`src/rtl/fetch_sequencer.sv`:
```
// fetch_sequencer: instruction-fetch and PC sequencer.
// Fetches one 32-bit word from instruction memory, presents it to decode,
// and computes the next PC (sequential, jump or taken branch) when decode
// consumes the instruction.
//
// Optional feature macro: FETCH_CNT_EN
//   defined   -> adds the fetch_count output, a free-running count of
//                consumed instructions (wraps modulo 2^32).
//   undefined -> no fetch_count port and no counter logic.
//
// Handshakes:
//   imem_req/imem_ready : imem_req is high for the whole FETCH state with
//     imem_addr held at pc; the word is taken on the first rising edge where
//     imem_ready=1. imem_ready is ignored outside FETCH.
//   instr_valid/instr_accept : instr_valid is high for the whole ISSUE state
//     with instr/opcode/funct/pc held; the instruction is consumed on the
//     first rising edge where instr_accept=1, and jump/branch/zero are
//     sampled in that same cycle. instr_accept is ignored outside ISSUE.
//   imem_req and instr_valid are decoded from the registered state only.
module fetch_sequencer #(
  parameter logic [31:0] RESET_PC = 32'h0000_0000
) (
  input  logic        clk,
  input  logic        rst_n,
  output logic        imem_req,
  output logic [31:0] imem_addr,
  input  logic        imem_ready,
  input  logic [31:0] imem_rdata,
  output logic [31:0] instr,
  output logic [5:0]  opcode,
  output logic [5:0]  funct,
  output logic        instr_valid,
  input  logic        instr_accept,
  input  logic        jump,
  input  logic        branch,
  input  logic        zero,
  output logic [31:0] pc
`ifdef FETCH_CNT_EN
  ,
  output logic [31:0] fetch_count
`endif
);

  typedef enum logic [1:0] {
    ST_IDLE  = 2'd0,
    ST_FETCH = 2'd1,
    ST_ISSUE = 2'd2
  } state_e;

  state_e      state_q, state_d;
  logic [31:0] pc_q, pc_d;
  logic [31:0] instr_q, instr_d;

  logic [31:0] pc4;
  logic [31:0] jump_target;
  logic [31:0] branch_off;
  logic [31:0] branch_target;
  logic [31:0] next_pc;

  // Next-PC candidates; all arithmetic wraps modulo 2^32.
  assign pc4           = pc_q + 32'd4;
  assign jump_target   = {pc4[31:28], instr_q[25:0], 2'b00};
  assign branch_off    = {{14{instr_q[15]}}, instr_q[15:0], 2'b00};
  assign branch_target = pc4 + branch_off;

  // Next-PC select: jump beats branch; a branch is taken only when zero=1.
  always_comb begin
    next_pc = pc4;
    if (jump) begin
      next_pc = jump_target;
    end else if (branch && zero) begin
      next_pc = branch_target;
    end
  end

  // State, PC and instruction registers with asynchronous reset.
  always_ff @(posedge clk or negedge rst_n) begin
    if (!rst_n) begin
      state_q <= ST_IDLE;
      pc_q    <= RESET_PC;
      instr_q <= 32'h0000_0000;
    end else begin
      state_q <= state_d;
      pc_q    <= pc_d;
      instr_q <= instr_d;
    end
  end

  // Next-state logic: IDLE leaves after one cycle, FETCH waits for memory,
  // ISSUE waits for decode to consume the instruction.
  always_comb begin
    state_d = state_q;
    pc_d    = pc_q;
    instr_d = instr_q;
    case (state_q)
      ST_IDLE: begin
        state_d = ST_FETCH;
      end
      ST_FETCH: begin
        if (imem_ready) begin
          instr_d = imem_rdata;
          state_d = ST_ISSUE;
        end
      end
      ST_ISSUE: begin
        if (instr_accept) begin
          pc_d    = next_pc;
          state_d = ST_FETCH;
        end
      end
      default: begin
        state_d = ST_IDLE;
      end
    endcase
  end

  // Outputs decoded from registered state and registers only.
  assign imem_req    = (state_q == ST_FETCH);
  assign instr_valid = (state_q == ST_ISSUE);
  assign imem_addr   = pc_q;
  assign pc          = pc_q;
  assign instr       = instr_q;
  assign opcode      = instr_q[31:26];
  assign funct       = instr_q[5:0];

`ifdef FETCH_CNT_EN
  logic [31:0] fetch_count_q, fetch_count_d;

  // Count every consumed instruction.
  always_comb begin
    fetch_count_d = fetch_count_q;
    if (state_q == ST_ISSUE && instr_accept) begin
      fetch_count_d = fetch_count_q + 32'd1;
    end
  end

  // Counter register with asynchronous reset.
  always_ff @(posedge clk or negedge rst_n) begin
    if (!rst_n) begin
      fetch_count_q <= 32'h0000_0000;
    end else begin
      fetch_count_q <= fetch_count_d;
    end
  end

  assign fetch_count = fetch_count_q;
`endif

endmodule
```
`config.mk`:
```
export PLATFORM = sky130hd
export DESIGN_NAME = fetch_sequencer
export DESIGN_NICKNAME = d
export VERILOG_FILES = /design/src/rtl/fetch_sequencer.sv
export SDC_FILE = /design/constraint.sdc
export NUM_CORES = 1
export LEC_CHECK = 0
export BUFFER_PORTS_ARGS = -buffer_cell sky130_fd_sc_hd__buf_2
export CAP_MARGIN = 20
export CORE_MARGIN = 8
export CORE_UTILIZATION = 41
export DETAILED_ROUTE_END_ITERATION = 6
export PLACE_DENSITY = 0.63
export SYNTH_ARGS = -nofsm -noshare
export SYNTH_HDL_FRONTEND = slang
export SYNTH_SLANG_ARGS = --single-unit
```
`constraint.sdc`:
```
create_clock -name clk -period 3.7 [get_ports clk]
set_input_delay 0.74 -clock clk [delete_from_list [all_inputs] [get_ports clk]]
set_output_delay 0.74 -clock clk [all_outputs]
set_load 0.02 [all_outputs]
```
==> flow_summary.rst, run 1 <==
.. list-table::
   :header-rows: 1

   * - Metric
     - Value
   * - Post-Route Skew
     - 8.18 ps
   * - Vias per inst
     - 5.48
   * - Top-area cell type share of the netlist area
     - 0.294
   * - IO buf count
     - 144
   * - Worst slew margin
     - 0.352
   * - Via count of the first global-routing pass
     - approximately 5300
   * - Global-route wire length before repair
     - roughly 28 mm
   * - Buffers from clock root to sink, at most
     - 2
   * - Routability cong.
     - 0.922
   * - Slack of the critical path
     - 175 ps
   * - Rows
     - 42
   * - Library cells used by synthesis
     - 55
   * - Post-synth design cell area
     - 5440 um^2
   * - Setup repair after global routing missed its margin
     - yes
   * - Aggregate global routing overflow
     - 0
   * - Dpl cell area
     - 6190 um^2
   * - Cell area after layout
     - 6610 um^2
   * - Fraction of the yosys area taken by sequential cells
     - 0.294
   * - TritonCTS clock tree
     - done
   * - Setup violations, final
     - 0
   * - Largest net degree at the start of global routing
     - 65
   * - Clock edge transition at the registers on the reported setup and hold paths
     - approximately 60 ps
   * - Warning count from the yosys run
     - 0
   * - Total die area
     - 17200 um^2
   * - Initial antenna violation count
     - 0
   * - Max Clock Freq
     - between 200 and 300 MHz
   * - Largest incremental delay on the critical path
     - 400 ps
   * - VDD IR max
     - 0.548 mV
   * - Power per cell area
     - 1150 nW/um^2
   * - Cell count after synthesis
     - 633
   * - Total via count in the routed design
     - 5126
   * - Total Negative Setup Slacks
     - 0 ps
   * - Clock H-tree levels
     - 3
   * - Area added between synthesis and finish
     - 21.6%
   * - Library cell appearing most often on the critical path
     - sky130_fd_sc_hd__o21ai_1
   * - Insertion delay of the later-clocked pin in the worst-skew pair
     - 330 ps
   * - Post-layout utilization of the core
     - 0.505
   * - Category of the critical setup timing path
     - reg -> reg
   * - Cell class contributing the biggest share of worst-path delay
     - simple AND/OR/NAND/NOR gates
   * - Register bit total from synthesis
     - 64
   * - Count of nets after finishing
     - 833
   * - Peak fanout along the critical path
     - 7
   * - Static leakage
     - approximately 0.0032 uW
   * - I/O pin cnt
     - approximately 150
   * - Clock Root Buffer
     - sky130_fd_sc_hd__clkbuf_16
   * - Number of non-filler instances in the completed layout
     - 936
   * - Required time at the endpoint of the critical path
     - 3910 ps
   * - Number of CTS-inserted buffers
     - 9
   * - WL final
     - 16.8 mm
   * - Die Span X
     - 131 um
   * - Worst-Margin Slew
     - 972 ps
   * - Synthesized area per cell
     - between 8 and 9 um^2
   * - Global-route total usage across every layer
     - 0.193
   * - Core outline area
     - 13100 um^2
   * - Count of hold buffers inserted by post-cts repair
     - 0
   * - Vertical extent of the die
     - 131 um
   * - Diode insertion count for antenna repair
     - 0
   * - DRT iter0 DRCs
     - 383
   * - CP arrival
     - about 3700 ps
   * - Cells taking the most area after synthesis
     - sky130_fd_sc_hd__dfrtp_1, sky130_fd_sc_hd__ha_1, sky130_fd_sc_hd__mux2_2
   * - Ratio of final minimum period to clock period
     - 0.953
   * - Slowest CP cell
     - sky130_fd_sc_hd__dfrtp_1
   * - Endpoint type of the worst setup path
     - register
   * - Worst min-delay path category
     - reg -> reg
   * - Number of max-cap violations
     - 0
   * - Number of design rule violations left after detail routing
     - 0
   * - Pre-antenna DRT Iters
     - 5
   * - Startpoint type of the worst setup path
     - register
   * - Initial core utilization
     - 0.416
   * - DP Cell Count
     - between 900 and 1000
   * - Average wire length per cell after detail routing
     - 18.0 um
   * - Minimum clock period after layout
     - 3520 ps
   * - WP buf/inv
     - 0
   * - Fraction of final layout cells sized beyond drive strength 1
     - 0.345
   * - Status
     - complete, no violations
   * - Post-synthesis cell type with the largest combined area
     - sky130_fd_sc_hd__dfrtp_1
   * - Final hold vios
     - 0
   * - Critical Path, Cell by Cell
     - and4_4 -> and3_4 -> nand4_1 -> nor3_2 -> xor2_1 -> ha_4 -> a21oi_2 -> o21bai_2 -> or3_1 -> o21ai_1 -> nand3_1 -> a31oi_1 -> o21ai_1 -> xnor2_1
   * - Worst slack after detailed placement
     - -7.43 ps
   * - Antenna viol nets, final
     - 0
   * - Sink count of the clock tree
     - 64
   * - Detailed Place HPWL
     - 12.9 mm
   * - Final-report max-slew violation count
     - 0
[sequential cells by signal, indices dropped and copies added (netlist names)]
name,cells
imem_addr,30
instr,32
state_q,2
[power by group]
part           switching (uW)  internal [uW]
combinational            3130           2180
sequential                434           1040
clock                     323            515
[what timing repair did]
item                       CTS  global route
buffers inserted             0             5
pin swaps                    0             6
resized for setup            1            22
setup endpoints to repair    1            13
[kinds of logic (layout without fill, tap and decap cells)]
logic type | after synthesis | in the layout | share of synthesized area
AO/OA/AOI/OAI | 180 | 180 | 0.206
AND/OR/NAND/NOR | 176 | 176 | 0.157
buffers and inverters | 83 | 207 | 0.0899
flip-flops | 64 | 64 | 0.294
XOR/XNOR | 52 | 52 | 0.0837
multiplexers | 39 | 39 | 0.0796
adder cells (fa/ha/maj) | 38 | 38 | 0.0888
other | 1 | 4 | 0.000689
[metrics by stage]
step,hold slack [ps],total power [uW]
2_1_floorplan,444,5260
3_3_place_gp,475,6560
3_5_place_dp,504,6590
4_1_cts,514,7480
5_1_grt,535,8220
6_report,512,7620
[synth_stat cells, drive strengths merged]
cell type,n
mux2,34
o21a,9
a22oi,3
ha,37
xor2,26
a21oi,44
a31oi,6
o22ai,2
a31o,2
a21o,23
o32ai,1
mux2i,5
clkinv,1
or3,3
nand2,70
and2,2
and3,11
and4,3
nor4,1
a2111oi,1
nor2b,4
nor3,15
a22o,3
buf,54
a41oi,2
inv,8
nand2b,1
nor3b,2
o21bai,2
clkbuf,20
fa,1
nand3,22
or4b,1
o21ai,60
o31ai,1
a311o,1
dfrtp,64
a211oi,10
xnor2,26
nand4,10
conb,1
o211ai,9
o31a,1
nor2,31
[per-layer routing]
layer  GRT usage  vias up  wire length [um]
met5           0        -                 0
met4      0.0536        0               292
met3      0.0301       20               817
met2       0.319      165              8020
met1       0.254     2465              7690
li1            -     2476                 -
[placed cells by master (no fill, tap or decap), drive strengths merged, types with 2 or more instances in the layout]
cell type and count:
a211oi 10, a21o 23, a21oi 44, a22o 3
a22oi 3, a31o 2, a31oi 6, a41oi 2
and2 2, and3 11, and4 3, buf 183
clkbuf 9, clkinv 5, conb 4, dfrtp 64
ha 37, inv 8, mux2 34, mux2i 5
nand2 70, nand3 22, nand4 10, nor2 31
nor2b 4, nor3 15, nor3b 2, o211ai 9
o21a 9, o21ai 60, o21bai 2, o22ai 2
or3 3, xnor2 26, xor2 26
[worst paths after layout]
kind	from	end	slack, ps	cells past startpoint
max	imem_addr[9]	imem_addr[31]	180	14
min	state_q[1]	state_q[0]	510	1
max reg2reg	imem_addr[9]	imem_addr[31]	180	14
min reg2reg	state_q[1]	state_q[0]	510	1
max in group asynchronous	rst_n	instr[22]	2550	2
min in group asynchronous	rst_n	instr[5]	590	2
[area by class of cell]
| class | count | area [um^2] |
|---|---|---|
| fill | 1285 | 6470 |
| multi-input combinational | 489 | 3460 |
| sequential | 64 | 1600 |
| timing repair buffer | 183 | 1010 |
| clock buffer | 9 | 225 |
| tap | 176 | 220 |
| clock inverter | 6 | 61.3 |
| inverter | 9 | 33.8 |
Note: power is estimated with default switching activity, not from simulation.
==> run 2, diff against run 1 <==
CORE_UTILIZATION = 40   (was 41)
PLACE_DENSITY = 0.62   (was 0.63)
==> flow_summary.rst, run 2 (synthesized netlist as in run 1, its figures left out) <==
.. list-table::
   :header-rows: 1

   * - Metric
     - Value
   * - Diode insertion count for antenna repair
     - 0 (unchanged)
   * - Most common cell after layout, fill and taps aside
     - sky130_fd_sc_hd__buf_2
   * - Peak fanout along the critical path
     - 6 (-1)
   * - TritonCTS clock tree
     - done
   * - Worst slew margin
     - 0.372 (+0.0199)
   * - Sink count of the clock tree
     - 64 (unchanged)
   * - Max Clock Freq
     - 286 MHz (+0.69%)
   * - NetSw
     - 3880 uW (-0.19%)
   * - Clock H-tree levels
     - 3 (unchanged)
   * - Commonest cells after routing, fill and taps aside
     - sky130_fd_sc_hd__buf_2, sky130_fd_sc_hd__nand2_1, sky130_fd_sc_hd__dfrtp_1, sky130_fd_sc_hd__o21ai_0, sky130_fd_sc_hd__a21oi_1
   * - IO buf count
     - 144 (unchanged)
   * - Aggregate global routing overflow
     - 0 (unchanged)
   * - Number of CTS-inserted buffers
     - 9 (unchanged)
   * - Switching portion of total power
     - 0.516 (+0.00627)
   * - Core outline area
     - 13200 um^2 (+1.2%)
   * - Combinational Power Share
     - 0.699 (+0.002)
   * - Via count of the first global-routing pass
     - 5300 (+0.15%)
   * - Pre-antenna DRT Iters
     - 5 (unchanged)
   * - DRT iter0 DRCs
     - 338 (-12%)
   * - Count of hold buffers inserted by post-cts repair
     - 0 (unchanged)
   * - Worst min-delay path category
     - in -> async
   * - Post-layout utilization of the core
     - 0.496 (-0.00913)
   * - Setup violations, final
     - 0 (unchanged)
   * - Endpoint type of the worst setup path
     - register
   * - Die Span X
     - 133 um (+1.1%)
   * - Worst Reg-to-Reg Cells
     - 16 (+2)
   * - Final hold vios
     - 0 (unchanged)
   * - Register-to-register setup slack
     - 200 ps (+20 ps)
   * - Buffers from clock root to sink, at most
     - 2 (unchanged)
   * - Initial core utilization
     - 0.411 (-0.00495)
   * - Status
     - complete, no violations
   * - Number of design rule violations left after detail routing
     - 0 (unchanged)
   * - Category of the critical setup timing path
     - reg -> reg
   * - Vertical extent of the die
     - 133 um (+1.1%)
   * - Setup repair after global routing missed its margin
     - yes
   * - Final-report max-slew violation count
     - 0 (unchanged)
   * - Minimum clock period after layout
     - 3500 ps (-24.0 ps)
   * - Global-route wire length before repair
     - 27.5 mm (-0.57%)
   * - Rows
     - 42 (unchanged)
   * - Routability cong.
     - 0.956 (+3.7%)
   * - Detailed Place HPWL
     - 13.1 mm (+1.0%)
   * - Clock edge transition at the registers on the reported setup and hold paths
     - 60 ps (about the same)
   * - Average wire length per cell after detail routing
     - 18.0 um (about the same)
   * - Vias per inst
     - 5.51 (+0.67%)
   * - VDD IR max
     - 0.536 mV (-2.3%)
   * - Fraction of final layout cells sized beyond drive strength 1
     - 0.341 (-0.00392)
   * - Ratio of final minimum period to clock period
     - 0.946 (-0.00649)
   * - Total power after layout
     - 7520 uW (-1.4%)
   * - Largest net degree at the start of global routing
     - 45 (-31%)
   * - Static leakage
     - 0.00315 uW (-1.7%)
   * - CP arrival
     - 3730 ps (about the same)
   * - Worst-Margin Slew
     - 939 ps (-33.3 ps)
   * - Part of the power in registers
     - 0.194 (about the same)
   * - Number of max-cap violations
     - 0 (unchanged)
   * - Clock Root Buffer
     - sky130_fd_sc_hd__clkbuf_16
   * - Internal portion of total power
     - 3640 uW (-2.7%)
   * - Number of fillers in the final layout
     - 1309 (+1.9%)
   * - Required time at the endpoint of the critical path
     - 3930 ps (+20 ps)
   * - I/O pin cnt
     - 149 (unchanged)
   * - Total die area
     - 17600 um^2 (+2.2%)
   * - Insertion delay of the later-clocked pin in the worst-skew pair
     - 340 ps (about the same)
   * - Post-Route Skew
     - 11.7 ps (+3.52 ps)
   * - Initial antenna violation count
     - 0 (unchanged)
   * - Global-route total usage across every layer
     - 0.190 (-0.00265)
   * - Fraction of power consumed by the clock network
     - 0.107 (-0.003)
   * - Count of nets after finishing
     - 829 (-0.48%)
   * - Startpoint type of the worst setup path
     - register
   * - WL final
     - 16.8 mm (-0.23%)
   * - Antenna viol nets, final
     - 0 (unchanged)
   * - Power per cell area
     - 1140 nW/um^2 (-0.78%)
   * - Total Negative Setup Slacks
     - 0 ps (unchanged)
   * - Total via count in the routed design
     - 5144 (+0.35%)
   * - Max FFs per register
     - 32 (unchanged)
   * - Area added between synthesis and finish
     - 20.8%
## run 2: changes by cell type in the layout (fill, tap and decap cells not counted), sizes merged
cell / before / now
buf: 183 / 179
bufinv: 1 / 0
clkbuf: 9 / 10
clkinv: 5 / 2
clkinvlp: 1 / 4
inv: 8 / 9
## run 2: critical path, stage by stage, from the launching register on
cell                       delay, ps
sky130_fd_sc_hd__dfrtp_1         420
sky130_fd_sc_hd__and4_4          260
sky130_fd_sc_hd__and3_4          210
sky130_fd_sc_hd__nand4_1          90
sky130_fd_sc_hd__buf_4           170
sky130_fd_sc_hd__nor3_2          200
sky130_fd_sc_hd__nand2_1         110
sky130_fd_sc_hd__xnor2_2         220
sky130_fd_sc_hd__ha_1            320
sky130_fd_sc_hd__nand2_1         120
sky130_fd_sc_hd__o21ai_0          90
sky130_fd_sc_hd__or3_1           380
sky130_fd_sc_hd__o21ai_1         160
sky130_fd_sc_hd__xor2_1          200
sky130_fd_sc_hd__nor2_1           60
sky130_fd_sc_hd__a211oi_1        270
sky130_fd_sc_hd__o21ai_1         100
## run 2: final timing paths
check	startpoint	endpoint
max	imem_addr[9]	imem_addr[27]
min in group clk	state_q[1]	state_q[0]
max in group asynchronous	rst_n	instr[16]
min	rst_n	imem_addr[17]
max reg2reg	imem_addr[9]	imem_addr[27]
min reg2reg	state_q[1]	state_q[0]
## run 2: routing by layer
metal	global-route usage	wire, um	part of all wire
met1	0.248	7610	0.45
met2	0.305	7810	0.47
met3	0.0397	1100	0.065
met4	0.0625	259	0.015
met5	0	0	0
## run 2: repair_timing
| item | in CTS | in global routing |
|---|---|---|
| setup endpoints to repair | 0 | 9 |
| buffers inserted | 0 | 3 |
| hold endpoints to repair | 0 | 0 |
| gates resized for setup | 0 | 22 |
## run 2: layout make-up
class	count	area [um^2]	share of cell area
repair buffers	179	983	0.150
well taps	176	220	0.0335
clock buffers	10	239	0.0364
inverters	9	33.8	0.00514
flip-flops and latches	64	1600	0.244
multi-input cells	489	3450	0.525
clock inverters	6	43.8	0.00666
## run 2: through the flow
step                setup slack, ps  cell area [um^2]  hold WS [ps]  instances
floorplan                      79.0              5450           444        636
global placement               91.3              6180           468        914
detailed placement             64.3              6180           492        914
CTS                            31.9              6460           378        930
global route                  -40.9              6570           396        933
finish                          199              6570           362        933
## run 2: power by group through the flow
stage | Sequential [uW] | Combinational [uW] | Clock [uW]
after floorplan | 1840 | 3420 | 0
after global placement | 1440 | 5060 | 0
after detailed placement | 1460 | 5100 | 0
after CTS | 1450 | 5140 | 826
after global routing | 1520 | 5730 | 849
final | 1460 | 5250 | 804
==> run 3, diff against run 2 <==
CORE_ASPECT_RATIO = 1.2   (was unset)
CORE_UTILIZATION = 25   (was 40)
PLACE_DENSITY = 0.42   (was 0.62)
==> flow_summary.rst, run 3 (synthesized netlist as in run 1, its figures left out) <==
.. list-table::
   :header-rows: 1

   * - Metric
     - Value
   * - Endpoint type of the worst setup path
     - register
   * - I/O pin cnt
     - 149 (unchanged)
   * - Number of design rule violations left after detail routing
     - 0 (unchanged)
   * - Initial antenna violation count
     - 0 (unchanged)
   * - Clock Root Buffer
     - sky130_fd_sc_hd__clkbuf_16
   * - Peak fanout along the critical path
     - 4 (-2)
   * - Worst hold slack after final layout
     - 501 ps (+139 ps)
   * - IO buf count
     - 144 (unchanged)
   * - Max FFs per register
     - 32 (unchanged)
   * - Total die area
     - 26800 um^2 (+52%)
   * - Largest net degree at the start of global routing
     - 65 (+44%)
   * - Ratio of final minimum period to clock period
     - 0.940 (-0.00655)
   * - Clock edge transition at the registers on the reported setup and hold paths
     - 60 ps (about the same)
   * - Number of max-cap violations
     - 0 (unchanged)
   * - Required time at the endpoint of the critical path
     - 3930 ps (about the same)
   * - Sink count of the clock tree
     - 64 (unchanged)
   * - TritonCTS clock tree
     - done
   * - Startpoint type of the worst setup path
     - register
   * - Met3 routed wirelength
     - 979 um (-11%)
   * - Static leakage
     - 0.00323 uW (+2.5%)
   * - Die Span X
     - 151 um (+14%)
   * - Largest incremental delay on the critical path
     - 350 ps (-70 ps)
   * - Worst-Margin Slew
     - 992 ps (+53.2 ps)
   * - Cell class contributing the biggest share of worst-path delay
     - compound AO/OA/AOI/OAI gates
   * - WP buf/inv
     - 1 (unchanged)
   * - Aggregate global routing overflow
     - 0 (unchanged)
   * - Switching portion of total power
     - 0.516 (about the same)
   * - Routability cong.
     - 0.847 (-11%)
   * - Count of hold buffers inserted by post-cts repair
     - 0 (unchanged)
   * - Slowest CP cell
     - sky130_fd_sc_hd__dfrtp_1
   * - Max Clock Freq
     - 288 MHz (+0.70%)
   * - Post-Route Skew
     - 10.3 ps (-1.42 ps)
   * - Area added between synthesis and finish
     - 25.0%
   * - Status
     - complete, no violations
   * - Met2 wirelength from detailed routing
     - 9.57 mm (+23%)
   * - Number of fillers in the final layout
     - 2364 (+81%)
   * - CP arrival
     - 3710 ps (-20 ps)
   * - Fraction of power consumed by the clock network
     - 0.110 (+0.003)
   * - Library cell appearing most often on the critical path
     - sky130_fd_sc_hd__a21o_1
   * - DRT iter0 DRCs
     - 269 (-20%)
   * - Path length in cells of the critical path
     - 16 (unchanged)
   * - Worst min-delay path category
     - reg -> reg
   * - Fraction of final layout cells sized beyond drive strength 1
     - 0.350 (+0.00892)
   * - Clock H-tree levels
     - 3 (unchanged)
   * - Worst Reg-to-Reg Cells
     - 16 (unchanged)
   * - Post-layout utilization of the core
     - 0.315 (-0.181)
   * - Setup violations, final
     - 0 (unchanged)
   * - Rows
     - 59 (+40%)
   * - Worst slew margin
     - 0.339 (-0.0331)
   * - NetSw
     - 3940 uW (+1.6%)
   * - Detailed Place HPWL
     - 14.7 mm (+13%)
   * - Pre-antenna DRT Iters
     - 4 (-1)
   * - Antenna viol nets, final
     - 0 (unchanged)
   * - Most common cell after layout, fill and taps aside
     - sky130_fd_sc_hd__buf_2
   * - Global-route wire length before repair
     - 29.1 mm (+5.8%)
   * - Insertion delay of the later-clocked pin in the worst-skew pair
     - 350 ps (about the same)
   * - Vias per inst
     - 4.81 (-13%)
   * - Global-route total usage across every layer
     - 0.141 (-0.0492)
   * - Buffers from clock root to sink, at most
     - 2 (unchanged)
   * - Diode insertion count for antenna repair
     - 0 (unchanged)
   * - Minimum clock period after layout
     - 3480 ps (-24.2 ps)
   * - Part of the power in registers
     - 0.190 (-0.004)
   * - Total via count in the routed design
     - 5032 (-2.2%)
   * - Core outline area
     - 21600 um^2 (+63%)
   * - Final hold vios
     - 0 (unchanged)
   * - VDD IR max
     - 0.447 mV (-16%)
   * - Internal portion of total power
     - 3690 uW (+1.6%)
   * - Average wire length per cell after detail routing
     - 18.2 um (+0.93%)
   * - Number of CTS-inserted buffers
     - 9 (unchanged)
   * - Via count of the first global-routing pass
     - 5198 (-1.9%)
   * - Commonest cells after routing, fill and taps aside
     - sky130_fd_sc_hd__buf_2, sky130_fd_sc_hd__nand2_1, sky130_fd_sc_hd__dfrtp_1, sky130_fd_sc_hd__buf_4, sky130_fd_sc_hd__o21ai_0
   * - Count of nets after finishing
     - 844 (+1.8%)
   * - Category of the critical setup timing path
     - reg -> reg
   * - WL final
     - 19.0 mm (+13%)
   * - Combinational Power Share
     - 0.700 (about the same)
   * - Critical Path, Cell by Cell
     - and4_4 -> and3_4 -> nand4_1 -> nor2_2 -> buf_4 -> nand2_1 -> xnor2_1 -> ha_1 -> a21o_1 -> a21o_1 -> a21o_1 -> a21oi_1 -> o211ai_1 -> a31oi_1 -> xor2_1 -> o21ai_1
   * - Hold Path Cell Cnt
     - 1
   * - Final-report max-slew violation count
     - 0 (unchanged)
   * - Initial core utilization
     - 0.252 (-0.158)
   * - Vertical extent of the die
     - 178 um (+34%)
   * - Power per cell area
     - 1120 nW/um^2 (-1.8%)
   * - M1 wire length
     - 8.10 mm (+6.4%)
   * - Uppermost signal routing layer after detailed routing
     - met4
## run 3: worst register-to-register path, stage by stage (launching register included)
cell and delay, ps:
sky130_fd_sc_hd__dfrtp_1 350, sky130_fd_sc_hd__and4_4 240, sky130_fd_sc_hd__and3_4 220, sky130_fd_sc_hd__nand4_1 230, sky130_fd_sc_hd__nor2_2 190, sky130_fd_sc_hd__buf_4 140
sky130_fd_sc_hd__nand2_1 60, sky130_fd_sc_hd__xnor2_1 260, sky130_fd_sc_hd__ha_1 360, sky130_fd_sc_hd__a21o_1 190, sky130_fd_sc_hd__a21o_1 200, sky130_fd_sc_hd__a21o_1 180
sky130_fd_sc_hd__a21oi_1 180, sky130_fd_sc_hd__o211ai_1 130, sky130_fd_sc_hd__a31oi_1 200, sky130_fd_sc_hd__xor2_1 170, sky130_fd_sc_hd__o21ai_1 80
## run 3: worst paths after layout
check	slack [ps]	start	endpoint
min in group asynchronous	510	rst_n	imem_addr[30]
worst min register to register	500	state_q[1]	state_q[0]
worst max register to register	220	imem_addr[7]	imem_addr[29]
worst max-delay path	220	imem_addr[7]	imem_addr[29]
worst min-delay path	500	state_q[1]	state_q[0]
max in group asynchronous	2540	rst_n	imem_addr[3]
## run 3: power by group through the flow
| stage | Sequential [uW] | Clock [uW] | Combinational, uW |
|---|---|---|---|
| after floorplan | 1840 | 0 | 3420 |
| after global placement | 1460 | 0 | 5320 |
| after detailed placement | 1460 | 0 | 5270 |
| after CTS | 1450 | 872 | 5310 |
| after global routing | 1520 | 898 | 5880 |
| final | 1450 | 840 | 5350 |
## run 3: final cells by class
type	count	area, um^2	share of cell area
repair buffers	194	1100	0.162
inverters	9	33.8	0.00497
multi-input cells	489	3440	0.506
flip-flops and latches	64	1600	0.236
clock buffers	10	239	0.0351
well taps	274	343	0.0504
clock inverters	6	42.5	0.00626
## run 3: metrics by stage
step | TNS [ps] | instances | setup WS, ps | total power (uW) | instance area, um^2
finish | 0 | 1046 | 223 | 7640 | 6800
global route | -7.78 | 1046 | -7.78 | 8290 | 6800
CTS | 0 | 1041 | 34.3 | 7630 | 6680
detailed placement | 0 | 1025 | 72.3 | 6740 | 6400
global placement | 0 | 1025 | 43.0 | 6790 | 6400
floorplan | 0 | 636 | 79.0 | 5260 | 5450
## run 3: metal layers
layer  up-vias  track usage
met5         -            0
met2       124        0.245
met3        20       0.0260
met1      2395        0.172
met4         0       0.0430
li1       2493            -
## run 3: repair_timing
action                                  4_1_cts  5_1_grt
setup buffers                                 0        5
endpoints found under the setup margin        0       11
resized for setup                             0       18
